`src/rtl/xu0_dlmzb_stream_pkg.sv`:
```
// ---------------------------------------------------------------------------
// xu0_dlmzb_stream_pkg
// Shared definitions for the dlmzb streaming scanner: FSM state encoding,
// the legal beat widths, and the width of the per-beat zero index.
// ---------------------------------------------------------------------------
package xu0_dlmzb_stream_pkg;

    typedef enum logic [1:0] {
        IDLE = 2'd0,
        SCAN = 2'd1,
        DONE = 2'd2
    } state_t;

    // Legal values for bytes per input beat.
    localparam int BPB_NARROW = 4;
    localparam int BPB_WIDE   = 8;

    // Holds a 1-based byte index up to BPB_WIDE.
    localparam int IDX_W = 4;

    function automatic logic bpb_is_legal(input int bpb);
        return (bpb == BPB_NARROW) || (bpb == BPB_WIDE);
    endfunction

endpackage

```
`src/rtl/xu0_dlmzb_stream_if.sv`:
```
// ---------------------------------------------------------------------------
// xu0_dlmzb_stream_if
// Beat input channel and result output channel of the dlmzb scanner.
//   in_val/in_rdy/in_last/in_data/in_xer : string beats toward the scanner
//   out_val/out_rdy/out_xer/out_cr/out_rt: one result per string
// Bit vectors use big-endian numbering: byte 0 of in_data is bits [0:7].
// Modports: master = beat producer / result consumer, slave = scanner.
// ---------------------------------------------------------------------------
interface xu0_dlmzb_stream_if #(
    parameter int BPB  = 4,
    parameter int CNTW = 7
);
    logic              in_val;
    logic              in_last;
    logic [0:8*BPB-1]  in_data;
    logic [0:2]        in_xer;
    logic              in_rdy;
    logic              out_val;
    logic              out_rdy;
    logic [0:CNTW+2]   out_xer;
    logic [0:3]        out_cr;
    logic [0:CNTW-1]   out_rt;

    modport master (
        output in_val, in_last, in_data, in_xer, out_rdy,
        input  in_rdy, out_val, out_xer, out_cr, out_rt
    );

    modport slave (
        input  in_val, in_last, in_data, in_xer, out_rdy,
        output in_rdy, out_val, out_xer, out_cr, out_rt
    );
endinterface

```
`src/rtl/xu0_dlmzb_beat.sv`:
```
// ---------------------------------------------------------------------------
// xu0_dlmzb_beat
// Combinational scan of one beat for its leftmost zero byte.
//   data       : beat, byte 0 = bits [0:7]
//   zero_found : some byte of the beat is 0x00
//   zero_idx   : 1-based index of the leftmost zero byte (0 when none)
// ---------------------------------------------------------------------------
module xu0_dlmzb_beat
    import xu0_dlmzb_stream_pkg::*;
#(
    parameter int BPB = 4
) (
    input  logic [0:8*BPB-1] data,
    output logic             zero_found,
    output logic [IDX_W-1:0] zero_idx
);

    // NOTE: every output gets a default before the loop so no path leaves it
    // unassigned; otherwise synthesis infers a latch.
    always_comb begin
        zero_found = 1'b0;
        zero_idx   = '0;
        // Walk right to left so the leftmost zero byte is the last writer.
        for (int i = BPB - 1; i >= 0; i--) begin
            if (data[8*i +: 8] == 8'h00) begin
                zero_found = 1'b1;
                zero_idx   = IDX_W'(i + 1);
            end
        end
    end

endmodule

```
`src/rtl/xu0_dlmzb_stream.sv`:
```
// ---------------------------------------------------------------------------
// xu0_dlmzb_stream
// Streaming "determine leftmost zero byte": scans a string delivered as
// BPB-byte beats, counts bytes up to and including the first 0x00 (or all
// bytes when none), and returns one result carrying XER and a CR field.
//   nclk  : clock (rising edge)
//   rst   : synchronous active-high reset
//   flush : abandon the current scan / result
//   bus   : xu0_dlmzb_stream_if.slave (beats in, result out)
// Build option: define XU_DLMZB_CNT_SAT_EN to saturate the byte count at
// 2^CNTW-1; otherwise it wraps modulo 2^CNTW.
// BPB must be 4 or 8 (see bpb_is_legal in the package).
// ---------------------------------------------------------------------------
module xu0_dlmzb_stream
    import xu0_dlmzb_stream_pkg::*;
#(
    parameter int BPB  = 4,
    parameter int CNTW = 7
) (
    input  logic                 nclk,
    input  logic                 rst,
    input  logic                 flush,
    xu0_dlmzb_stream_if.slave    bus
);

    state_t            state_q, state_d;
    logic [CNTW-1:0]   count_q, count_next;
    logic              found_q;
    logic              first_hit_q;
    logic [0:2]        xer_q;

    logic              beat_found;
    logic [IDX_W-1:0]  beat_idx;
    logic              accept;
    logic [CNTW-1:0]   base;
    logic [CNTW-1:0]   inc;

    xu0_dlmzb_beat #(.BPB(BPB)) u_beat (
        .data       (bus.in_data),
        .zero_found (beat_found),
        .zero_idx   (beat_idx)
    );

    // Ready is withheld while reset or flush is applied so a beat offered in
    // that cycle is never consumed.
    assign bus.in_rdy = ~rst & ~flush & (state_q != DONE);
    assign accept     = bus.in_val & bus.in_rdy;

    // A beat taken in IDLE starts a new string, so its count starts from 0.
    always_comb begin
        base = (state_q == IDLE) ? '0 : count_q;
        inc  = beat_found ? CNTW'(beat_idx) : CNTW'(BPB);
    end

`ifdef XU_DLMZB_CNT_SAT_EN
    logic [CNTW:0] sum;
    always_comb begin
        sum        = {1'b0, base} + {1'b0, inc};
        count_next = sum[CNTW] ? '1 : sum[CNTW-1:0];
    end
`else
    always_comb begin
        count_next = base + inc;
    end
`endif

    always_comb begin
        state_d = state_q;
        unique case (state_q)
            IDLE: if (accept) state_d = bus.in_last ? DONE : SCAN;
            SCAN: begin
                if (flush)                      state_d = IDLE;
                else if (accept && bus.in_last) state_d = DONE;
            end
            DONE: if (flush || bus.out_rdy) state_d = IDLE;
            default: state_d = IDLE;
        endcase
    end

    // NOTE: sequential state uses non-blocking assignments so every register
    // samples pre-edge values regardless of statement order.
    always_ff @(posedge nclk) begin
        if (rst) state_q <= IDLE;
        else     state_q <= state_d;
    end

    // NOTE: all scan registers are reset (a handful of flops, not a memory),
    // so a result after reset never carries stale count, flags or XER.
    always_ff @(posedge nclk) begin
        if (rst) begin
            count_q     <= '0;
            found_q     <= 1'b0;
            first_hit_q <= 1'b0;
            xer_q       <= '0;
        end else if (accept) begin
            if (state_q == IDLE) begin
                xer_q       <= bus.in_xer;
                count_q     <= count_next;
                found_q     <= beat_found;
                first_hit_q <= beat_found;
            end else if (!found_q) begin
                count_q <= count_next;
                found_q <= beat_found;
            end
            // Once found, remaining beats are drained without touching count.
        end
    end

    assign bus.out_val = (state_q == DONE);
    assign bus.out_xer = bus.out_val ? {xer_q, count_q} : '0;
    assign bus.out_rt  = bus.out_val ? count_q : '0;
    assign bus.out_cr  = bus.out_val ? {found_q & ~first_hit_q, found_q & first_hit_q,
                                        ~found_q, xer_q[0]} : '0;

endmodule

```
`src/flat_wrapper.sv`:
```
// flat-port wrapper written by rule: the top's interface ports become plain ports
module xu0_dlmzb_stream_flat import xu0_dlmzb_stream_pkg::*;
#(
    parameter int BPB  = 4,
    parameter int CNTW = 7
)
  (nclk, rst, flush, bus_in_val, bus_in_last, bus_in_data, bus_in_xer, bus_out_rdy, bus_in_rdy, bus_out_val, bus_out_xer, bus_out_cr, bus_out_rt);
  xu0_dlmzb_stream_if #(.BPB(BPB), .CNTW(CNTW)) bus_i ();
  input  logic nclk;
  input  logic rst;
  input  logic flush;
  input wire logic [$bits(bus_i.in_val)-1:0] bus_in_val;
  input wire logic [$bits(bus_i.in_last)-1:0] bus_in_last;
  input wire logic [$bits(bus_i.in_data)-1:0] bus_in_data;
  input wire logic [$bits(bus_i.in_xer)-1:0] bus_in_xer;
  input wire logic [$bits(bus_i.out_rdy)-1:0] bus_out_rdy;
  output wire logic [$bits(bus_i.in_rdy)-1:0] bus_in_rdy;
  output wire logic [$bits(bus_i.out_val)-1:0] bus_out_val;
  output wire logic [$bits(bus_i.out_xer)-1:0] bus_out_xer;
  output wire logic [$bits(bus_i.out_cr)-1:0] bus_out_cr;
  output wire logic [$bits(bus_i.out_rt)-1:0] bus_out_rt;
  assign bus_i.in_val = bus_in_val;
  assign bus_i.in_last = bus_in_last;
  assign bus_i.in_data = bus_in_data;
  assign bus_i.in_xer = bus_in_xer;
  assign bus_i.out_rdy = bus_out_rdy;
  assign bus_in_rdy = bus_i.in_rdy;
  assign bus_out_val = bus_i.out_val;
  assign bus_out_xer = bus_i.out_xer;
  assign bus_out_cr = bus_i.out_cr;
  assign bus_out_rt = bus_i.out_rt;
  xu0_dlmzb_stream #(.BPB(BPB), .CNTW(CNTW)) u_core (.nclk(nclk), .rst(rst), .flush(flush), .bus(bus_i));
endmodule
```
`config.mk`:
```
export PLATFORM = sky130hd
export DESIGN_NAME = xu0_dlmzb_stream_flat
export DESIGN_NICKNAME = d
export VERILOG_FILES = /design/src/rtl/xu0_dlmzb_stream_pkg.sv /design/src/rtl/xu0_dlmzb_stream_if.sv /design/src/rtl/xu0_dlmzb_beat.sv /design/src/rtl/xu0_dlmzb_stream.sv /design/src/flat_wrapper.sv
export SDC_FILE = /design/constraint.sdc
export NUM_CORES = 1
export LEC_CHECK = 0
export ABC_AREA = 1
export ABC_CLOCK_PERIOD_IN_PS = 3800
export BUFFER_PORTS_ARGS = -buffer_cell sky130_fd_sc_hd__buf_4
export CAP_MARGIN = 0
export CORE_UTILIZATION = 47
export DETAILED_ROUTE_END_ITERATION = 16
export MAX_ROUTING_LAYER = met4
export PLACE_DENSITY = 0.85
export SYNTH_ARGS = -nofsm -noshare
export SYNTH_HDL_FRONTEND = slang
export SYNTH_SLANG_ARGS = --single-unit
```
`constraint.sdc`:
```
create_clock -name nclk -period 3.8 [get_ports nclk]
set_input_delay 0.57 -clock nclk [delete_from_list [all_inputs] [get_ports nclk]]
set_output_delay 0.57 -clock nclk [all_outputs]
set_load 0.01 [all_outputs]
```
After elaboration in Yosys (flattened, before gate mapping)
Cells that the tools add are included.
{"block": "totals", "ff_bits": 14, "latch_bits": 0, "mem_bits_rw": 0, "mem_bits_ro": 0, "inputBits": 41, "output_inout_bits": 23, "memories": 0}
{"block": "classes", "n_addsub": 1, "mul": 0, "div": 0, "order_cmp": 0, "n_eq_ne": 7, "n_shift": 0, "mux": 23, "bitwise": 9, "reduce_logical": 10}
{"op": "8-bit zero test", "count": 4}
{"op": "7-bit two-way mux", "count": 4}
{"op": "4-bit two-way mux", "count": 5}
{"op": "10-bit two-way mux", "count": 1}
{"op": "2-bit two-way mux", "count": 5}
{"op": "7-bit adder", "count": 1}
{"op": "1-bit two-way mux", "count": 6}
{"op": "2-bit inequality test (second input constant)", "count": 3}
{"op": "2-bit one-hot mux with 3 select lines", "count": 1}
{"op": "1-bit bitwise AND", "count": 5}
{"op": "1-bit inverter", "count": 4}
{"op": "2-bit AND reduction", "count": 2}
{"op": "3-bit two-way mux", "count": 1}
{"op": "3-bit by 2-bit inequality test with 1-bit output (second input constant)", "count": 1}
{"op": "3-bit AND reduction", "count": 1}
{"op": "2-bit by 1-bit == test with 1-bit output (second input constant)", "count": 1}
{"op": "2-bit == test (second input constant)", "count": 1}
{"op": "2-bit zero test", "count": 1}
{"op": "2-bit by 1-bit inequality test with 1-bit output (second input constant)", "count": 1}
{"op": "1-bit logical AND", "count": 1}
{"op": "1-bit logical OR", "count": 1}

Logic depth before layout (Yosys ltp)
Gate-level depths: netlist of run 1.
{"block": "depth", "depth_word": 9, "ltp_mapped": 15, "ltp_nobuf": 15}

Cells and area by module
From an unflattened synthesis of run 1, not the netlist that was laid out.
{"block": "unflattened", "hier_cells": 196, "area_unflattened_um2": 1167.4}
{"mod": "xu0_dlmzb_stream", "instances": 1, "cells_per_inst": 149, "area_per_inst_um2": 975.9, "seq_area_each_um2": 280.3}
{"mod": "xu0_dlmzb_beat", "instances": 1, "cells_per_inst": 47, "area_per_inst_um2": 191.4, "seq_area_each_um2": 0.0}

Least setup slack after synthesis of run 1
No wires, ideal clock.
{"block": "synth_timing", "path_type": "input port to flip-flop", "startpoint": "input port bus_in_data[15]", "endpoint": "register u_core.count_q[3]", "setup_ps": 116, "arrival_ps": 1895, "required_ps": 3684, "slack_ps": 1789, "stages": 14, "n_path_buf": 0, "cell_sequence": "nor2_1 nand2_1 nor2_1 nor2_1 nor2_1 ha_1 nand2_1 nor2_1 nor2_1 inv_1 nand2_1 nand2_1 inv_1 nor2_1"}
{"block": "synth_via", "elab_chain_len": 8}
{"item": "from (decl)", "line_no": "flat_wrapper.sv:14", "text": "input wire logic [$bits(bus_i.in_data)-1:0] bus_in_data;"}
{"item": "8-bit zero test (*)", "line_no": "xu0_dlmzb_beat.sv:25", "text": "if (data[8*i +: 8] == 8'h00) begin"}
{"item": "4-bit two-way mux / 1-bit two-way mux (equally long branches) (3 in a row)", "line_no": "xu0_dlmzb_beat.sv:25"}
{"item": "4-bit two-way mux (*)", "line_no": "xu0_dlmzb_stream.sv:52", "text": "inc = beat_found ? CNTW'(beat_idx) : CNTW'(BPB);"}
{"item": "7-bit adder (*)", "line_no": "xu0_dlmzb_stream.sv:63", "text": "count_next = base + inc;"}
{"item": "7-bit two-way mux", "line_no": "xu0_dlmzb_stream.sv:101", "text": "end else if (!found_q) begin"}
{"item": "7-bit two-way mux (*)", "line_no": "xu0_dlmzb_stream.sv:96", "text": "if (state_q == IDLE) begin"}
{"item": "to (signal assigned)", "line_no": "xu0_dlmzb_stream.sv:98", "text": "count_q <= count_next;"}
{"item": "to (signal assigned)", "line_no": "xu0_dlmzb_stream.sv:102", "text": "count_q <= count_next;"}
{"item": "to (decl)", "line_no": "xu0_dlmzb_stream.sv:27", "text": "logic [CNTW-1:0] count_q, count_next;"}
Every way passes the cells marked *; elsewhere a longest branch is shown, timed or not. The select of a mux whose other input is x is not followed.
A chain may end at the register's enable or synchronous reset.

Final worst setup path of run 1
{"block": "layout_timing", "startpoint": "input port bus_in_data[15]", "endpoint": "register u_core.count_q[6]"}
The elaborated chain is that of the path after synthesis.

==> impl_metrics.csv, run 1 <==
group,metric,value,unit
outcome,status,"finished clean",
critical_path,critical_path.endpoint_type,"flop",
die,placementRows,17,
hold_path,holdCritPathClass,"reg -> reg",
synthesis,syn_area,1110,um2
final_layout,ratio_of_cells_with_drive_above_1_in_the_final_layout,0.335,
drt,drc,0,
global_routing,first_global_vias,1084,
synthesis,synth.area.top_cells,"dfxtp_1 (25%), nor2_1 (14%), inv_1 (10%), nand2_1 (9.1%), a21oi_1 (5.4%)",
synthesis,yosys.area.top_type,"dfxtp_1",
die,floorplan.initialDensity,0.499,
sta,slew_viol_final,0,
die,die-area,2570,um2
clocking,post_cts.resized_instances,0,
final_layout,insertedDiodeCount,0,
pwr,cellLeakagePower,0.810,nW
global_routing,antenna_found_initial,0,
clocking,clk_transition_reported_paths,80,ps
clocking,cts-buffers-inserted,3,
critical_path,critical_path_required_time,4010,ps
global_routing,grt_pass1_wl,4220,um
drt,antenna_left,0,
global_routing,track_usage,0.219,
sta,slew-limit-headroom,0.789,
synthesis,yosys_register_bits,14,
drt,first_iter_violations,13,
synthesis,synth_cell_types,26,
synthesis,synth.top_cell.area_share,0.251,
critical_path,worst_setup_path_start_kind,"primary input",
die,core,2230,um2
clocking,clkSinkCount,14,
clocking,clock_path_buffers,2,
sta,fin_skew,1.62,ps
sta,post-route-min-period,2030,ps
sta,final.setup.tns,0,ps
clocking,cts_tree,"yes",
global_routing,grt_overflow_total,0,
critical_path,regToRegStartpoint,"u_core.state_q[1]",
critical_path,crit_start,"bus_in_data[15]",
sta,setup_viol,0,
final_layout,nets,280,
global_routing,grt_max_degree,17,
critical_path,ff2ff_setup_slack,1910,ps
die,ioPinCount,64,
sta,share_of_the_clock_period_used_by_the_worst_path_after_layout,0.535,
final_layout,final.fill_count,220,
critical_path,critical_path.reg2reg.endpoint,"u_core.count_q[6]",
pwr,ir_drop_worst_case_vdd,0.244,mV
drt,detail_route.first_pass.iterations,4,
critical_path,worst-r2r-cell-count,10,
clocking,insertion_delay,270,ps
drt,drt-total-wl,2440,um
synthesis,synth.yosys.warnings,0,
die,die_outline_height,50.7,um
final_layout,syn_to_final_growth,38.8,%
clocking,root_buffer,"clkbuf_4",
drt,route.detailed.wl_per_inst,9.36,um
sta,grt_setup_unrepaired,"no",
drt,detailed_route_vias_per_instance,4.68,
critical_path,critical_path_arrival,2250,ps
pwr,total_power,0.328,mW
sta,achievable-frequency,492,MHz
drt,routed-via-count,1221,
critical_path,critPathKind,"in -> reg",
synthesis,synth_fp_nets,224,
synthesis,synthCells,179,
placement,dpl.hpwl,1970,um
synthesis,avgSynthCellArea,6.23,um2
clocking,count_of_buffers_added_by_post_cts_timing_repair_for_setup,0,
final_layout,utilization_after_layout,0.693,
die,chipWidth,50.7,um
synthesis,yosysSeqAreaShare,0.251,
sta,finalHoldViolations,0,
critical_path,crit_path_end,"u_core.count_q[6]",
critical_path,path_max_fanout,4,
flow_run,maxCapViolCount,0,
placement,gp_congestion,0.845,
clocking,number_of_buffers_added_to_fix_hold_violations_after_cts,0,
clocking,cts-htree-levels,1,
placement,io_buffers,63,
pwr,p_per_area,212,nW/um2
sta,timing_worst_slew_pin_value,316,ps
==> per-stage QoR <==
step / setup slack, ps / cells / area [um2] / hold slack (ps)
2_1_floorplan: 1790 / 179 / 1110 / 430
3_3_place_gp: 1550 / 258 / 1530 / 442
3_5_place_dp: 1540 / 258 / 1530 / 443
4_1_cts: 1780 / 261 / 1550 / 455
5_1_grt: 1570 / 261 / 1550 / 481
6_report: 1770 / 261 / 1550 / 451
==> registers in the layout (all words and copies together), names as in the netlist <==
| signal | count |
|---|---|
| u_core.xer_q | 3 |
| u_core.count_q | 7 |
| u_core.found_q | 1 |
| u_core.state_q | 2 |
| u_core.first_hit_q | 1 |
==> Yosys cell counts <==
cell type / count
o21ai_0: 5
ha_1: 3
inv_2: 2
a21oi_4: 1
nand4_1: 1
dfxtp_1: 14
nand2_4: 1
buf_4: 8
nand3_4: 1
inv_4: 1
nand2_2: 2
o21bai_1: 1
inv_1: 30
nor3_1: 7
o21ai_1: 2
xnor2_1: 1
nor3_4: 1
a21oi_1: 12
nor2_4: 1
nand2_1: 27
fa_1: 1
clkbuf_1: 1
nor2_1: 43
nand3_1: 8
buf_6: 3
nor2_2: 2
==> cell type report <==
class | count | area (um2) | area share
Multi-Input combinational cell | 120 | 611 | 0.395
Timing Repair Buffer | 63 | 473 | 0.306
Sequential cell | 14 | 280 | 0.181
Inverter | 33 | 126 | 0.0816
Tap cell | 28 | 35.0 | 0.0226
Clock buffer | 3 | 22.5 | 0.0146
==> metal layers <==
layer	routed length, um	track usage
met1	1080	0.246
met4	10	0.0417
met5	0	-
met3	108	0.0485
met2	1240	0.398
==> cell usage in the layout (no fill, tap or decap), types with 2 or more instances in the layout <==
| cell | instances |
|---|---|
| buf_4 | 63 |
| nor2_1 | 43 |
| inv_1 | 30 |
| nand2_1 | 27 |
| dfxtp_1 | 14 |
| a21oi_1 | 12 |
| nand3_1 | 8 |
| nor3_1 | 7 |
| o21ai_0 | 5 |
| ha_1 | 3 |
| clkbuf_4 | 3 |
| inv_2 | 2 |
| nor2_2 | 2 |
| nand2_2 | 2 |
| o21ai_1 | 2 |
==> report_power, final <==
group / total [mW] / switching (mW) / internal [mW]
Clock: 0.0809 / 0.0443 / 0.0367
Combinational: 0.0908 / 0.0451 / 0.0456
Sequential: 0.156 / 0.00422 / 0.152
Total: 0.328 / 0.0936 / 0.235
==> how the worst min path moves through the flow <==
stage | startpoint | to | slack [ps] | depth (start not counted)
final | u_core.xer_q[1] | u_core.xer_q[1] | 450 | 2
after detailed placement | u_core.xer_q[1] | u_core.xer_q[1] | 440 | 2
after floorplan | u_core.xer_q[0] | u_core.xer_q[0] | 430 | 2
after global routing | u_core.xer_q[0] | u_core.xer_q[0] | 480 | 2
after CTS | u_core.xer_q[1] | u_core.xer_q[1] | 460 | 2
after global placement | u_core.xer_q[1] | u_core.xer_q[1] | 440 | 2
==> worst max-delay path, stage by stage <==
cell	delay, ps
buf_4	110
nor2_1	90
nand2_1	60
nor2_1	220
nand2_1	90
nand2_1	60
ha_1	180
fa_1	220
nand2_1	60
a21oi_1	210
nand3_1	160
nand2_1	110
nand2_1	50
nor2_1	80
==> kinds of logic after synthesis <==
family,Yosys count,synth area share
flops,14,0.251
compound gates,21,0.107
simple gates,94,0.382
buf+inv,45,0.201
fa+ha+maj,4,0.0516
xor+xnor,1,0.00786
Power figures use the tool's default switching activity.
==> inputs of run 2 (changes only) <==
--- a/config.mk
+++ b/config.mk
@@ -6,13 +6,13 @@
 export NUM_CORES = 1
 export LEC_CHECK = 0
 export ABC_AREA = 1
-export ABC_CLOCK_PERIOD_IN_PS = 3800
+export ABC_CLOCK_PERIOD_IN_PS = 1900
 export BUFFER_PORTS_ARGS = -buffer_cell sky130_fd_sc_hd__buf_4
 export CAP_MARGIN = 0
-export CORE_UTILIZATION = 47
+export CORE_UTILIZATION = 44
 export DETAILED_ROUTE_END_ITERATION = 16
 export MAX_ROUTING_LAYER = met4
-export PLACE_DENSITY = 0.85
+export PLACE_DENSITY = 0.8
 export SYNTH_ARGS = -nofsm -noshare
 export SYNTH_HDL_FRONTEND = slang
 export SYNTH_SLANG_ARGS = --single-unit
==> constraint.sdc (replaced) <==
create_clock -name nclk -period 1.9 [get_ports nclk]
set_input_delay 0.285 -clock nclk [delete_from_list [all_inputs] [get_ports nclk]]
set_output_delay 0.285 -clock nclk [all_outputs]
set_load 0.01 [all_outputs]
==> run 2 against run 1 <==
- power rose by 100%
- worst setup slack lost 1600 ps
- sequential share of layout area fell by 0.29 points
- combinational power is 110% higher
- largest power group unchanged
- hold slack lost 200 ps
- register-to-register slack got worse by 1800 ps
- wire length is 3.3% higher
- cell count increased by 1.1%
- clock-buffer cell count is the same
- die area rose by 6.6%
==> impl_metrics.csv, run 2 (same netlist as run 1, synthesis figures left out) <==
group,metric,value,unit
clocking,count_of_buffers_added_by_post_cts_timing_repair_for_setup,0,
final_layout,multi_input_area,613,um2
die,die-area,2740,um2
pwr,switching_share,0.292,
pwr,cellLeakagePower,0.824,nW
global_routing,grt_pass1_wl,4380,um
global_routing,track_usage,0.219,
critical_path,worstSetupPathDepth,10,
drt,detailed_route_vias_per_instance,4.59,
critical_path,critPathKind,"reg -> reg",
final_layout,layout_commonest_cell,"buf_4",
pwr,power_frac_comb,0.282,
clocking,clkSinkCount,14,
pwr,internal_power_of_the_cells,0.475,mW
critical_path,ff2ff_setup_slack,160,ps
die,placementRows,17,
critical_path,critical_path_required_time,2080,ps
clocking,clock_path_buffers,2,
sta,share_of_the_clock_period_used_by_the_worst_path_after_layout,0.918,
global_routing,grt_overflow_total,0,
sta,slew_viol_final,0,
clocking,root_buffer,"clkbuf_4",
pwr,power.share.sequential,0.466,
drt,antenna_left,0,
drt,drc,0,
placement,dpl.hpwl,1980,um
critical_path,path_max_fanout,4,
critical_path,worst_setup_path_start_kind,"flop",
critical_path,worst-r2r-cell-count,10,
sta,fin_skew,0.920,ps
critical_path,critical_path.endpoint_type,"flop",
outcome,status,"finished clean",
die,die_outline_height,52.3,um
global_routing,grt_max_degree,17,
drt,detail_route.first_pass.iterations,4,
critical_path,timing.critical_path.slowest_stage_cell,"fa_1",
final_layout,commonest_cells_after_routing_fill_and_taps_aside,"buf_4 (66), nor2_1 (42), inv_1 (30), nand2_1 (27), dfxtp_1 (14)",
placement,io_buffers,63,
sta,finalHoldViolations,0,
final_layout,register_area,280,um2
placement,dpl-instance-area,1550,um2
sta,post-route-min-period,1740,ps
clocking,post_cts.resized_instances,0,
die,ioPinCount,64,
clocking,cts_tree,"yes",
critical_path,timing.critical_path.cells,"nor2_4 -> nor2_1 -> ha_1 -> fa_1 -> nand2_1 -> a21oi_1 -> nand3_1 -> nand2_1 -> nand2_1 -> nor2_1",
global_routing,first_global_vias,1100,
flow_run,maxCapViolCount,0,
critical_path,regToRegStartpoint,"u_core.state_q[1]",
drt,route.detailed.wl_per_inst,9.56,um
critical_path,critPathTopFamily,"simple AND/OR/NAND/NOR gates",
hold_path,hold_depth,2,
clocking,insertion_delay,280,ps
pwr,ir_drop_worst_case_vdd,0.336,mV
pwr,p_per_area,427,nW/um2
final_layout,ratio_of_cells_with_drive_above_1_in_the_final_layout,0.347,
critical_path,crit_path_most_repeated_cell,"nand2_1",
critical_path,critical_path.reg2reg.endpoint,"u_core.count_q[6]",
final_layout,top_register,"u_core.count_q",
placement,gp_congestion,0.809,
die,chipWidth,52.3,um
final_layout,final_area,1570,um2
final_layout,nets,283,
clocking,number_of_buffers_added_to_fix_hold_violations_after_cts,0,
pwr,total_switching_power,0.196,mW
clocking,cts-buffers-inserted,3,
placement,dpl.cell_count,261,
critical_path,cp_num_buf_inv,0,
sta,timing_worst_slew_pin_value,331,ps
sta,setup_viol,0,
hold_path,worstHoldEndpoint,"u_core.count_q[5]",
critical_path,slowest_delay,380,ps
final_layout,insertedDiodeCount,0,
clocking,cts-htree-levels,1,
drt,first_iter_violations,46,
die,core,2300,um2
drt,routed-via-count,1211,
global_routing,antenna_found_initial,0,
final_layout,finalNonFillerCells,264,
drt,drt-total-wl,2520,um
sta,achievable-frequency,573,MHz
sta,slew-limit-headroom,0.779,
die,floorplan.initialDensity,0.485,
hold_path,timing.hold.worst.start,"rst",
final_layout,top_regs,"u_core.count_q: 7 flops, u_core.xer_q: 3 flops, u_core.state_q: 2 flops",
final_layout,syn_to_final_growth,41.1,%
final_layout,largest_reg_flops,7,
clocking,clk_transition_reported_paths,80,ps
sta,grt_setup_unrepaired,"no",
critical_path,critical_path_arrival,1920,ps
final_layout,final.fill_count,222,
pwr,p_clk_frac,0.252,
hold_path,holdCritPathClass,"in -> reg",
[run 2: cell count changes in the layout (fill, tap and decap cells not counted), sizes merged]
cell / change
buf: +3
[run 2: through the flow]
step	worst slack, ps	utilization	power, mW	TNS (ps)	hold slack, ps
2_1_floorplan	174	-	0.419	0	430
3_3_place_gp	-48.0	0.674	0.506	-86.6	443
3_5_place_dp	-64.5	0.674	0.509	-161	449
4_1_cts	154	0.684	0.674	0	252
5_1_grt	17.8	0.685	0.715	0	247
6_report	156	0.685	0.671	0	249
[run 2: area by class of cell]
cell class                 instances  share of cell area
multi-input combinational        120               0.390
timing repair buffer              66               0.315
sequential                        14               0.178
inverter                          33              0.0803
tap                               28              0.0223
clock buffer                       3              0.0143
[run 2: power groups by stage]
stage	Clock, mW	Combinational [mW]	Sequential (mW)
after global placement	0	0.186	0.320
after global routing	0.189	0.211	0.314
after floorplan	0	0.100	0.319
after detailed placement	0	0.189	0.320
after CTS	0.171	0.190	0.313
final	0.169	0.189	0.313
[run 2: worst max path at each step]
stage | start | endpoint | slack, ps
final | u_core.state_q[1] | u_core.count_q[6] | 160
after global routing | bus_in_data[15] | u_core.count_q[6] | 20
after global placement | bus_in_data[15] | u_core.count_q[3] | -50
after detailed placement | bus_in_data[15] | u_core.count_q[3] | -60
after floorplan | bus_in_data[15] | u_core.count_q[3] | 170
after CTS | u_core.state_q[1] | u_core.count_q[6] | 150
[run 2: metal layers]
metal / global-route usage / part of all wire
met5: - / 0
met4: 0.0395 / 0
met3: 0.0522 / 0.050
met2: 0.386 / 0.51
met1: 0.254 / 0.44
[run 2: worst register-to-register path: cells and delay by family, from the launching register on]
kind	cells	cell delay, ps
DFF	1	370
adders and majority gates	2	580
AOI/OAI and AO/OA	1	90
and+or+nand+nor	7	600
